File: src/rtl/mem_arbiter_pkg.sv
// Shared defines for the memory subsystem: memory access modes, ALU opcodes
// and the read-owner encoding used by the RAM port arbiter.
package mem_arbiter_pkg;

  // Load/store access sizes
  localparam logic [1:0] MEM_MODE_BYTE = 2'd0;
  localparam logic [1:0] MEM_MODE_HALF = 2'd1;
  localparam logic [1:0] MEM_MODE_WORD = 2'd2;

  // ALU operation codes
  localparam logic [3:0] ALU_OP_ADD = 4'd0;
  localparam logic [3:0] ALU_OP_SUB = 4'd1;
  localparam logic [3:0] ALU_OP_AND = 4'd2;
  localparam logic [3:0] ALU_OP_OR  = 4'd3;
  localparam logic [3:0] ALU_OP_XOR = 4'd4;
  localparam logic [3:0] ALU_OP_SLL = 4'd5;
  localparam logic [3:0] ALU_OP_SRL = 4'd6;

  // Which requester owns the read data returning from RAM this cycle
  typedef enum logic [1:0] {
    OWN_NONE = 2'd0,
    OWN_CPU  = 2'd1,
    OWN_DMA  = 2'd2
  } rd_owner_e;

endpackage

File: src/rtl/mem_arbiter.sv
// Two-requester (CPU / DMA) arbiter for a single synchronous RAM port.
// CPU has priority; a DMA request that keeps losing is forced through once
// it has waited STARVE_LIMIT cycles. Read data returns one cycle after the
// grant and is steered to whichever requester issued the read.
module mem_arbiter
  import mem_arbiter_pkg::*;
#(
  parameter int STARVE_LIMIT = 4
) (
  input  logic        clk,
  input  logic        reset_n,

  input  logic        cpu_req,
  input  logic        cpu_we,
  input  logic [31:0] cpu_addr,
  input  logic [31:0] cpu_wdata,
  input  logic [3:0]  cpu_byteen,
  output logic        cpu_gnt,
  output logic        cpu_rvalid,
  output logic [31:0] cpu_rdata,

  input  logic        dma_req,
  input  logic        dma_we,
  input  logic [31:0] dma_addr,
  input  logic [31:0] dma_wdata,
  input  logic [3:0]  dma_byteen,
  output logic        dma_gnt,
  output logic        dma_rvalid,
  output logic [31:0] dma_rdata,

  output logic [29:0] ram_addr,
  output logic [31:0] ram_wdata,
  output logic [3:0]  ram_byteen,
  output logic        ram_wren,
  input  logic [31:0] ram_q
);

  // Counter is at least 3 bits, wider only if the limit needs it
  localparam int WCW = ($clog2(STARVE_LIMIT + 1) > 3) ? $clog2(STARVE_LIMIT + 1) : 3;
  localparam logic [WCW-1:0] LIMIT = WCW'(STARVE_LIMIT);

  logic [WCW-1:0] wait_cnt;
  rd_owner_e      rd_owner;
  logic [31:0]    cpu_rdata_q;
  logic [31:0]    dma_rdata_q;
  logic           cpu_win;
  logic           dma_win;

  // Byte offset bits are not used: RAM is word addressed
  logic unused_addr_lsbs;
  assign unused_addr_lsbs = ^{cpu_addr[1:0], dma_addr[1:0]};

  // Priority decision: CPU first, DMA once it has starved long enough
  always_comb begin
    dma_win = dma_req && (!cpu_req || (wait_cnt == LIMIT));
    cpu_win = cpu_req && !dma_win;
  end

  // Grants are forced low while reset is held, independent of the clock
  assign cpu_gnt = reset_n & cpu_win;
  assign dma_gnt = reset_n & dma_win;

  // Steer the granted requester onto the RAM port; idle port reads full words
  always_comb begin
    ram_addr   = cpu_addr[31:2];
    ram_wdata  = cpu_wdata;
    ram_byteen = 4'b1111;
    ram_wren   = 1'b0;
    if (dma_gnt) begin
      ram_addr   = dma_addr[31:2];
      ram_wdata  = dma_wdata;
      ram_byteen = dma_we ? dma_byteen : 4'b1111;
      ram_wren   = dma_we;
    end else if (cpu_gnt) begin
      ram_addr   = cpu_addr[31:2];
      ram_wdata  = cpu_wdata;
      ram_byteen = cpu_we ? cpu_byteen : 4'b1111;
      ram_wren   = cpu_we;
    end
  end

  // Count consecutive cycles a pending DMA request has lost, saturating
  always_ff @(posedge clk or negedge reset_n) begin
    if (!reset_n) begin
      wait_cnt <= '0;
    end else if (dma_req && !dma_gnt) begin
      if (wait_cnt != LIMIT) wait_cnt <= wait_cnt + 1'b1;
    end else begin
      wait_cnt <= '0;
    end
  end

  // Remember who issued this cycle's read so the returning data is steered
  always_ff @(posedge clk or negedge reset_n) begin
    if (!reset_n) begin
      rd_owner <= OWN_NONE;
    end else if (cpu_gnt && !cpu_we) begin
      rd_owner <= OWN_CPU;
    end else if (dma_gnt && !dma_we) begin
      rd_owner <= OWN_DMA;
    end else begin
      rd_owner <= OWN_NONE;
    end
  end

  // Capture returning words so each rdata holds while the other port reads
  always_ff @(posedge clk or negedge reset_n) begin
    if (!reset_n) begin
      cpu_rdata_q <= '0;
      dma_rdata_q <= '0;
    end else begin
      if (rd_owner == OWN_CPU) cpu_rdata_q <= ram_q;
      if (rd_owner == OWN_DMA) dma_rdata_q <= ram_q;
    end
  end

  assign cpu_rvalid = (rd_owner == OWN_CPU);
  assign dma_rvalid = (rd_owner == OWN_DMA);
  assign cpu_rdata  = cpu_rvalid ? ram_q : cpu_rdata_q;
  assign dma_rdata  = dma_rvalid ? ram_q : dma_rdata_q;

endmodule

File: config.mk
export PLATFORM = sky130hd
export DESIGN_NAME = mem_arbiter
export DESIGN_NICKNAME = d
export VERILOG_FILES = /design/src/rtl/mem_arbiter_pkg.sv /design/src/rtl/mem_arbiter.sv
export SDC_FILE = /design/constraint.sdc
export NUM_CORES = 1
export LEC_CHECK = 0
export ABC_AREA = 1
export CAP_MARGIN = 25
export CORE_AREA = 2 2 119 121
export DETAILED_ROUTE_END_ITERATION = 12
export DIE_AREA = 0 0 121 123
export DONT_BUFFER_PORTS = 1
export HOLD_SLACK_MARGIN = 0.12
export PLACE_DENSITY = 0.4
export SLEW_MARGIN = 20
export SYNTH_ARGS = -nofsm -noshare
export SYNTH_HDL_FRONTEND = slang
export SYNTH_SLANG_ARGS = --single-unit
File: constraint.sdc
create_clock -name clk -period 3.3 [get_ports clk]
set_input_delay 0.66 -clock clk [delete_from_list [all_inputs] [get_ports clk]]
set_output_delay 0.66 -clock clk [all_outputs]
set_load 0.01 [all_outputs]
# --- Yosys cells after proc, flatten, opt, wreduce, memory -nomap -nowiden ---
# Index checks and enable logic that the tools add are counted.
totals:
  register_bits: 69
  word_cells: 37
  output_inout_bits: 135
  input_bits: 174
op_classes:
  mux: 14
  reduce_logical: 11
  bitwise_logic: 2
  n_eq_ne: 5
  add_sub_neg: 1
op_table:
  columns: ["cell", "n"]
  rows:
  - ["32-bit two-way mux", 3]
  - ["30-bit two-way mux", 1]
  - ["4-bit two-way mux", 4]
  - ["3-bit two-way mux", 2]
  - ["1-bit logical AND", 5]
  - ["1-bit logical NOT", 5]
  - ["2-bit two-way mux", 2]
  - ["3-bit by 1-bit adder with 3-bit output (second input constant)", 1]
  - ["3-bit == test (second input constant)", 1]
  - ["3-bit inequality test (second input constant)", 1]
  - ["1-bit AND", 2]
  - ["2-bit by 1-bit == test with 1-bit output (second input constant)", 1]
  - ["2-bit == test (second input constant)", 1]
  - ["1-bit two-way mux", 2]
  - ["2-bit by 1-bit inequality test with 1-bit output (second input constant)", 1]
  - ["1-bit logical OR", 1]

# --- Logic depth before layout (Yosys ltp) ---
# Gate-level depths: netlist (run 1).
logic_depth:
  word_depth: 8
  depth_mapped: 10
  ltp_nobuf: 9

# --- Worst setup path after synthesis (run 1) ---
# OpenSTA, ideal clock, no wires.
synth_path:
  path_type: "register -> output"
  startpoint: "register wait_cnt[0]"
  endpoint: "output ram_addr[0]"
  required_ns: 2.640
  n_path_buf: 2
  arrival_ns: 1.309
  path_stages_with_launch: 10
  slack_ns: 1.331
  path_cell_list: "dfrtp_1 -> inv_1 -> ha_1 -> nand2_2 -> nand2_2 -> nand3_2 -> buf_2 -> buf_6 -> nand2_1 -> nand2_1"
synth_between:
  elab_chain_cells: 5
synth_lines:
  columns: ["element", "line", "rtl"]
  rows:
  - ["start: declaration", "mem_arbiter.sv:42", "logic [WCW-1:0] wait_cnt;"]
  - ["start signal: assignment", "mem_arbiter.sv:87", "if (wait_cnt != LIMIT) wait_cnt <= wait_cnt + 1'b1;"]
  - ["3-bit == test", "mem_arbiter.sv:55", "dma_win = dma_req && (!cpu_req || (wait_cnt == LIMIT));"]
  - ["1-bit logical OR", "mem_arbiter.sv:55", null]
  - ["1-bit logical AND", "mem_arbiter.sv:55", null]
  - ["1-bit AND", "mem_arbiter.sv:61", "assign dma_gnt = reset_n & dma_win;"]
  - ["30-bit two-way mux", "mem_arbiter.sv:69", "if (dma_gnt) begin"]
  - ["end: declaration", "mem_arbiter.sv:31", "output logic [29:0] ram_addr,"]
# No other way between the ends.

# --- Worst setup path after layout (run 1) ---
layout_path:
  startpoint: "register wait_cnt[0]"
  endpoint: "output ram_addr[23]"
# The elaborated chain is that of the path after synthesis.

==> results of run 1 <==
[registers in the layout, indices dropped and copies added, names as in the netlist]
register	count
cpu_rdata_q	32
dma_rdata_q	32
rd_owner	2
wait_cnt	3
[cells by family (layout without fill, tap and decap cells)]
family,after synthesis,count (layout),share of synthesized area [%]
and+or+nand+nor,292,292,31.5
DFF,69,69,48.7
adders and majority gates,2,2,0.706
AOI/OAI and AO/OA,67,67,9.47
xor gates and xnor gates,1,1,0.247
buffers and inverters,75,69,9.36
[cell type report]
type	count	area, sq um
Fill cell	1503	9640
Sequential cell	69	1730
Multi-Input combinational cell	362	1490
Clock buffer	10	229
Tap cell	180	225
Inverter	47	176
Timing Repair Buffer	6	90.1
Clock inverter	6	38.8
[stage by stage]
stage                     utilization [%]  setup slack (ns)  cells  area [sq um]  power [mW]
after floorplan                         -              1.33    506          3540        1.54
after global placement               27.0             0.896    663          3680        1.66
after detailed placement             27.0             0.852    663          3680        1.68
after CTS                            29.2             0.478    680          3970        2.59
after global routing                 29.2             0.316    680          3970        2.71
final                                29.2             0.505    680          3970        2.54
[per-layer routing]
metal  global-route usage (%)  wire length [microns]
met3                     5.07                   1080
met4                     4.36                    126
met1                     21.1                   5290
met5                        0                      0
met2                     24.8                   5720
[worst max-delay path, cell delays in order, from the launching register on]
cell     delay, ns
dfrtp_1       0.38
inv_1         0.09
ha_1          0.17
nand2_2       0.09
nand2_2       0.08
nand3_2       0.07
inv_2         0.37
buf_12        0.26
nand2_1       0.07
nand2_1       0.20
[cell usage in the layout, fill, tap and decap left out, drive strengths merged]
cell	n
inv	48
dfrtp	69
clkinv	3
nor2	9
buf	6
nand2	277
or2	1
o21ai	66
clkinvlp	2
ha	2
a21oi	1
nand3	5
xor2	1
clkbuf	10
[where the power goes]
group	leakage [nW]	switching (mW)	total, mW	internal [mW]
clock network	0.129	0.366	0.873	0.507
logic	1.23	0.453	0.585	0.132
registers	0.847	0.0502	1.09	1.04
total	2.20	0.869	2.54	1.67
[how the worst max path moves through the flow]
stage	depth (start not counted)	to	start	slack [ns]
final	9	ram_addr[23]	wait_cnt[0]	0.50
after CTS	9	ram_addr[23]	wait_cnt[0]	0.48
after global routing	9	ram_addr[23]	wait_cnt[0]	0.32
after detailed placement	9	ram_addr[23]	wait_cnt[0]	0.85
after floorplan	9	ram_addr[0]	wait_cnt[0]	1.33
after global placement	9	ram_addr[23]	wait_cnt[0]	0.90
==> flow_summary.ini, run 1 <==
[yosys]
postSynthCellCount = 506
syn_area_per_cell_sq_um = 7.00
synth_top_cells_by_count = nand2_1 (275), dfrtp_1 (69), o21ai_0 (66)
yosysSeqAreaShare_pct = 48.7
synth_area_leaders = dfrtp_1 (49%), nand2_1 (29%), o21ai_0 (9.3%), inv_1 (4.9%), buf_6 (1.6%)
yosysMostFrequentCell = nand2_1
ys_ff_latch = 69
yosys.area.top_type = dfrtp_1
synth_edf_count = 0
synth-main-ff-cell = dfrtp_1
ys_async_sr_fraction_pct = 100
yosys_warnings = 0
synth_top_area_share_pct = 48.7
synth_area_sq_um = 3540
synth.distinct_cells = 16
syn-num-nets = 682

[hold_path]
hold_path_class = in2async

[timing]
setup_viol = 0
rsz0062_at_grt = false
fin_skew_ns = 0.00557
slew_violations = 0
fin_setup_tns_ns = 0
fin_crit_sh_pct = 84.7
fmax_mhz = 358
worstMarginPinSlew_ns = 0.621
whs_ns = 0.213
period_minus_slack_ns = 2.80
slew_headroom_pct = 58.2
finalHoldViolCount = 0

[global_routing]
overflow = 0
grt_util_all_layers_pct = 15.9
antenna_found_initial = 0
grt_pass1_vias = 2909
grt_max_degree = 70
grt_pass1_wl_microns = 17600

[finish]
drive_gt1_share_pct = 5.40
nNetsFinal = 671
diodes = 0
area_growth_pct = 12.2

[routing]
drt_pass1_iterations = 5
postRouteAntennaNets = 0
routed_wl_microns = 12200
detail_route.wl_per_cell_microns = 18.0
vias_per_cell = 4.51
route.vias.total = 3067
drtIter0Drc = 224
drc_errors = 0

[setup_path]
endpoint_kind = output port
start_kind = register
worst-r2r-setup-slack_ns = 1.49
r2r_cells = 8
crit_required_ns = 2.64
worstSetupPathType = reg2out
cp.arrival_ns = 2.14
regToRegStartpoint = wait_cnt[0]
r2r-end = wait_cnt[2]
cp_max_fo = 39

[place]
routabilityCongestion = 0.858
dp_hpwl_microns = 9680
port-buffer-count = 0

[flow_run]
cap_violations = 0

[cts]
h-tree-depth = 3
post_cts_resized = 0
clk_latency_ns = 0.32
cts_tree = yes
cts-buffers-inserted = 9
cts_setup_buffers = 0
cts_root_buffer = clkbuf_16
hold_buffers = 1
clockBufferDepth = 2
cts.sinks = 69
clk_pin_slew_ns = 0.06

[pwr]
irDropWorstVdd_uv = 285
p_per_area_nw_per_um2 = 640
power.leakage_nw = 2.20

[floorplan]
io_pins = 309
core_sq_um = 13600
num_rows = 43
die_x_microns = 121
dieHeight_microns = 123
die_area_sq_um = 14900
start_util_pct = 26.0

[status]
status = completed
Power figures use the tool's default switching activity.
==> run 2, diff against run 1 <==
PLACE_DENSITY = 0.42   (was 0.4)
clock period = 2.3 ns   (was 3.3 ns; I/O delays follow)
==> run 2 against run 1 <==
Compared with the run above: wire length grew 2.7%; core utilization grew 2.8 points; clock skew shrank 0.0032 ns; global-route usage shrank 1.0 points; total power grew 52%; combinational power grew 61%; clock-buffer cell count is the same; sequential share of layout area shrank 3.8 points; worst hold slack lost 0.016 ns; sequential cell count is the same; critical path type unchanged.
==> flow_summary.ini, run 2 (synthesis gave the netlist of run 1 again) <==
[cts]
cts-buffers-inserted = 9
cts_root_buffer = clkbuf_16
cts_tree = yes
cts.sinks = 69
clockBufferDepth = 2
h-tree-depth = 3
clk_pin_slew_ns = 0.05
clk_latency_ns = 0.32

[hold_path]
min_from = cpu_we
hold_path_class = in2reg
whs_path_depth = 1
min_to = rd_owner[0]

[setup_path]
crit_chain = inv_2 -> ha_4 -> nand2_4 -> nand2_4 -> nand3_4 -> buf_12 -> clkbuf_16 -> nand2_1 -> nand2_1
max_stage_delay_ns = 0.39
crit_family = simple AND/OR/NAND/NOR gates
cp.arrival_ns = 1.77
cp_max_fo = 12
crit_required_ns = 1.84
cpMaxStageDelayCell = dfrtp_1
endpoint_kind = output port
worst-r2r-setup-slack_ns = 0.71
cp_num_buf_inv = 3
r2r-end = cpu_rdata_q[26]
regToRegStartpoint = rd_owner[1]
r2r_cells = 3
worstSetupPathType = reg2out
start_kind = register

[global_routing]
grt_pass1_wl_microns = 16400
overflow = 0
grt_use_met1_pct = 19.3
grt_max_degree = 70
use_met2_pct = 23.2
grtUsageMet3_pct = 4.66
grt_pass1_vias = 2762
grt_util_all_layers_pct = 14.8
grt-busiest-layer = met2
antenna_found_initial = 0

[pwr]
p_per_area_nw_per_um2 = 886
power.leakage_nw = 2.37
total_power_mw = 3.86
irDropWorstVdd_uv = 304

[timing]
fin_skew_ns = 0.00240
worstMarginPinSlew_ns = 0.611
slew_violations = 0
slew_headroom_pct = 58.8
fmax_mhz = 449
fin_crit_sh_pct = 96.9
finalHoldViolCount = 0
fin_setup_tns_ns = 0
finalWorstSetupSlack_ns = 0.0703
setup_viol = 0
period_minus_slack_ns = 2.23
rsz0062_at_grt = true

[finish]
final_util_pct = 32.0
diodes = 0
reg_top3 = cpu_rdata_q (32), dma_rdata_q (32), wait_cnt (3)
nNetsFinal = 690
area_growth_pct = 23.0
layout.cells.non_filler = 699
fillers = 1469
final_common_cell = nand2_1
drive_gt1_share_pct = 12.7
layout_common_cells = nand2_1 (257), dfrtp_1 (69), o21ai_0 (58), inv_1 (44), nand2_2 (17)

[place]
port-buffer-count = 0
pre_cts_slack_ns = 0.261
routabilityCongestion = 0.885
dp_cells = 671
dp_hpwl_microns = 9270

[routing]
route.vias.total = 3249
drt_pass1_iterations = 4
vias_per_cell = 4.65
routed_wl_microns = 12600
detail_route.wl_per_cell_microns = 18.0
postRouteAntennaNets = 0
drc_errors = 0
drtIter0Drc = 205

[floorplan]
dieHeight_microns = 123
io_pins = 309
die_area_sq_um = 14900
start_util_pct = 26.0
num_rows = 43
die_x_microns = 121
core_sq_um = 13600

[status]
status = completed

[flow_run]
cap_violations = 0
run 2: changes by cell type in the layout (fill, tap and decap cells not counted), sizes merged:
cell / change
buf: +14
bufinv: +1
clkinvlp: -1
dlygate4sd3: +1
inv: -1
clkinv: +1
clkbuf: +4
run 2: where the power goes:
group / internal (mW) / switching, mW / leakage [nW]
Combinational: 0.263 / 0.678 / 1.37
Clock: 0.865 / 0.497 / 0.149
Sequential: 1.49 / 0.0700 / 0.847
Total: 2.61 / 1.24 / 2.37
run 2: timing repair:
item / in CTS / in global routing
gates resized for setup: 12 / 26
hold endpoints to repair: 69 / 0
setup endpoints to repair: 52 / 80
buffers inserted: 0 / 5
cloned: 0 / 5
pin swaps: 0 / 3
hold buffers: 2 / 0
run 2: area by class of cell:
| cell class | instances | area, sq um | share of cell area [%] |
|---|---|---|---|
| repair buffers | 25 | 350 | 8.04 |
| well taps | 180 | 225 | 5.17 |
| flip-flops and latches | 69 | 1730 | 39.6 |
| inverters | 47 | 189 | 4.34 |
| clock buffers | 10 | 239 | 5.49 |
| multi-input cells | 362 | 1560 | 35.9 |
| clock inverters | 6 | 61.3 | 1.41 |
run 2: stage by stage:
stage | area (sq um) | hold slack [ns]
2_1_floorplan | 3540 | 0.164
3_3_place_gp | 3760 | 0.166
3_5_place_dp | 3760 | 0.166
4_1_cts | 4140 | 0.178
5_1_grt | 4360 | 0.189
6_report | 4360 | 0.197
run 2: layer usage:
layer | wire length [microns] | vias to the layer above
met5 | 0 | -
met4 | 163 | 0
met3 | 1140 | 13
met2 | 5980 | 195
met1 | 5270 | 1492
li1 | - | 1549
run 2: worst max path at each step:
stage,startpoint,to,slack [ns],cells past startpoint
after floorplan,wait_cnt[0],ram_addr[0],0.53,9
after global placement,wait_cnt[0],ram_addr[20],0.29,9
after detailed placement,wait_cnt[0],ram_addr[20],0.26,9
after CTS,rd_owner[1],cpu_rdata[22],0.02,3
after global routing,rd_owner[1],cpu_rdata[27],-0.05,3
final,wait_cnt[0],ram_wdata[4],0.07,9
run 2: worst register-to-register path, cell delays in order (launching register included):
cell and delay, ns:
dfrtp_1 0.38, or2_2 0.31, buf_4 0.25, o21ai_0 0.49
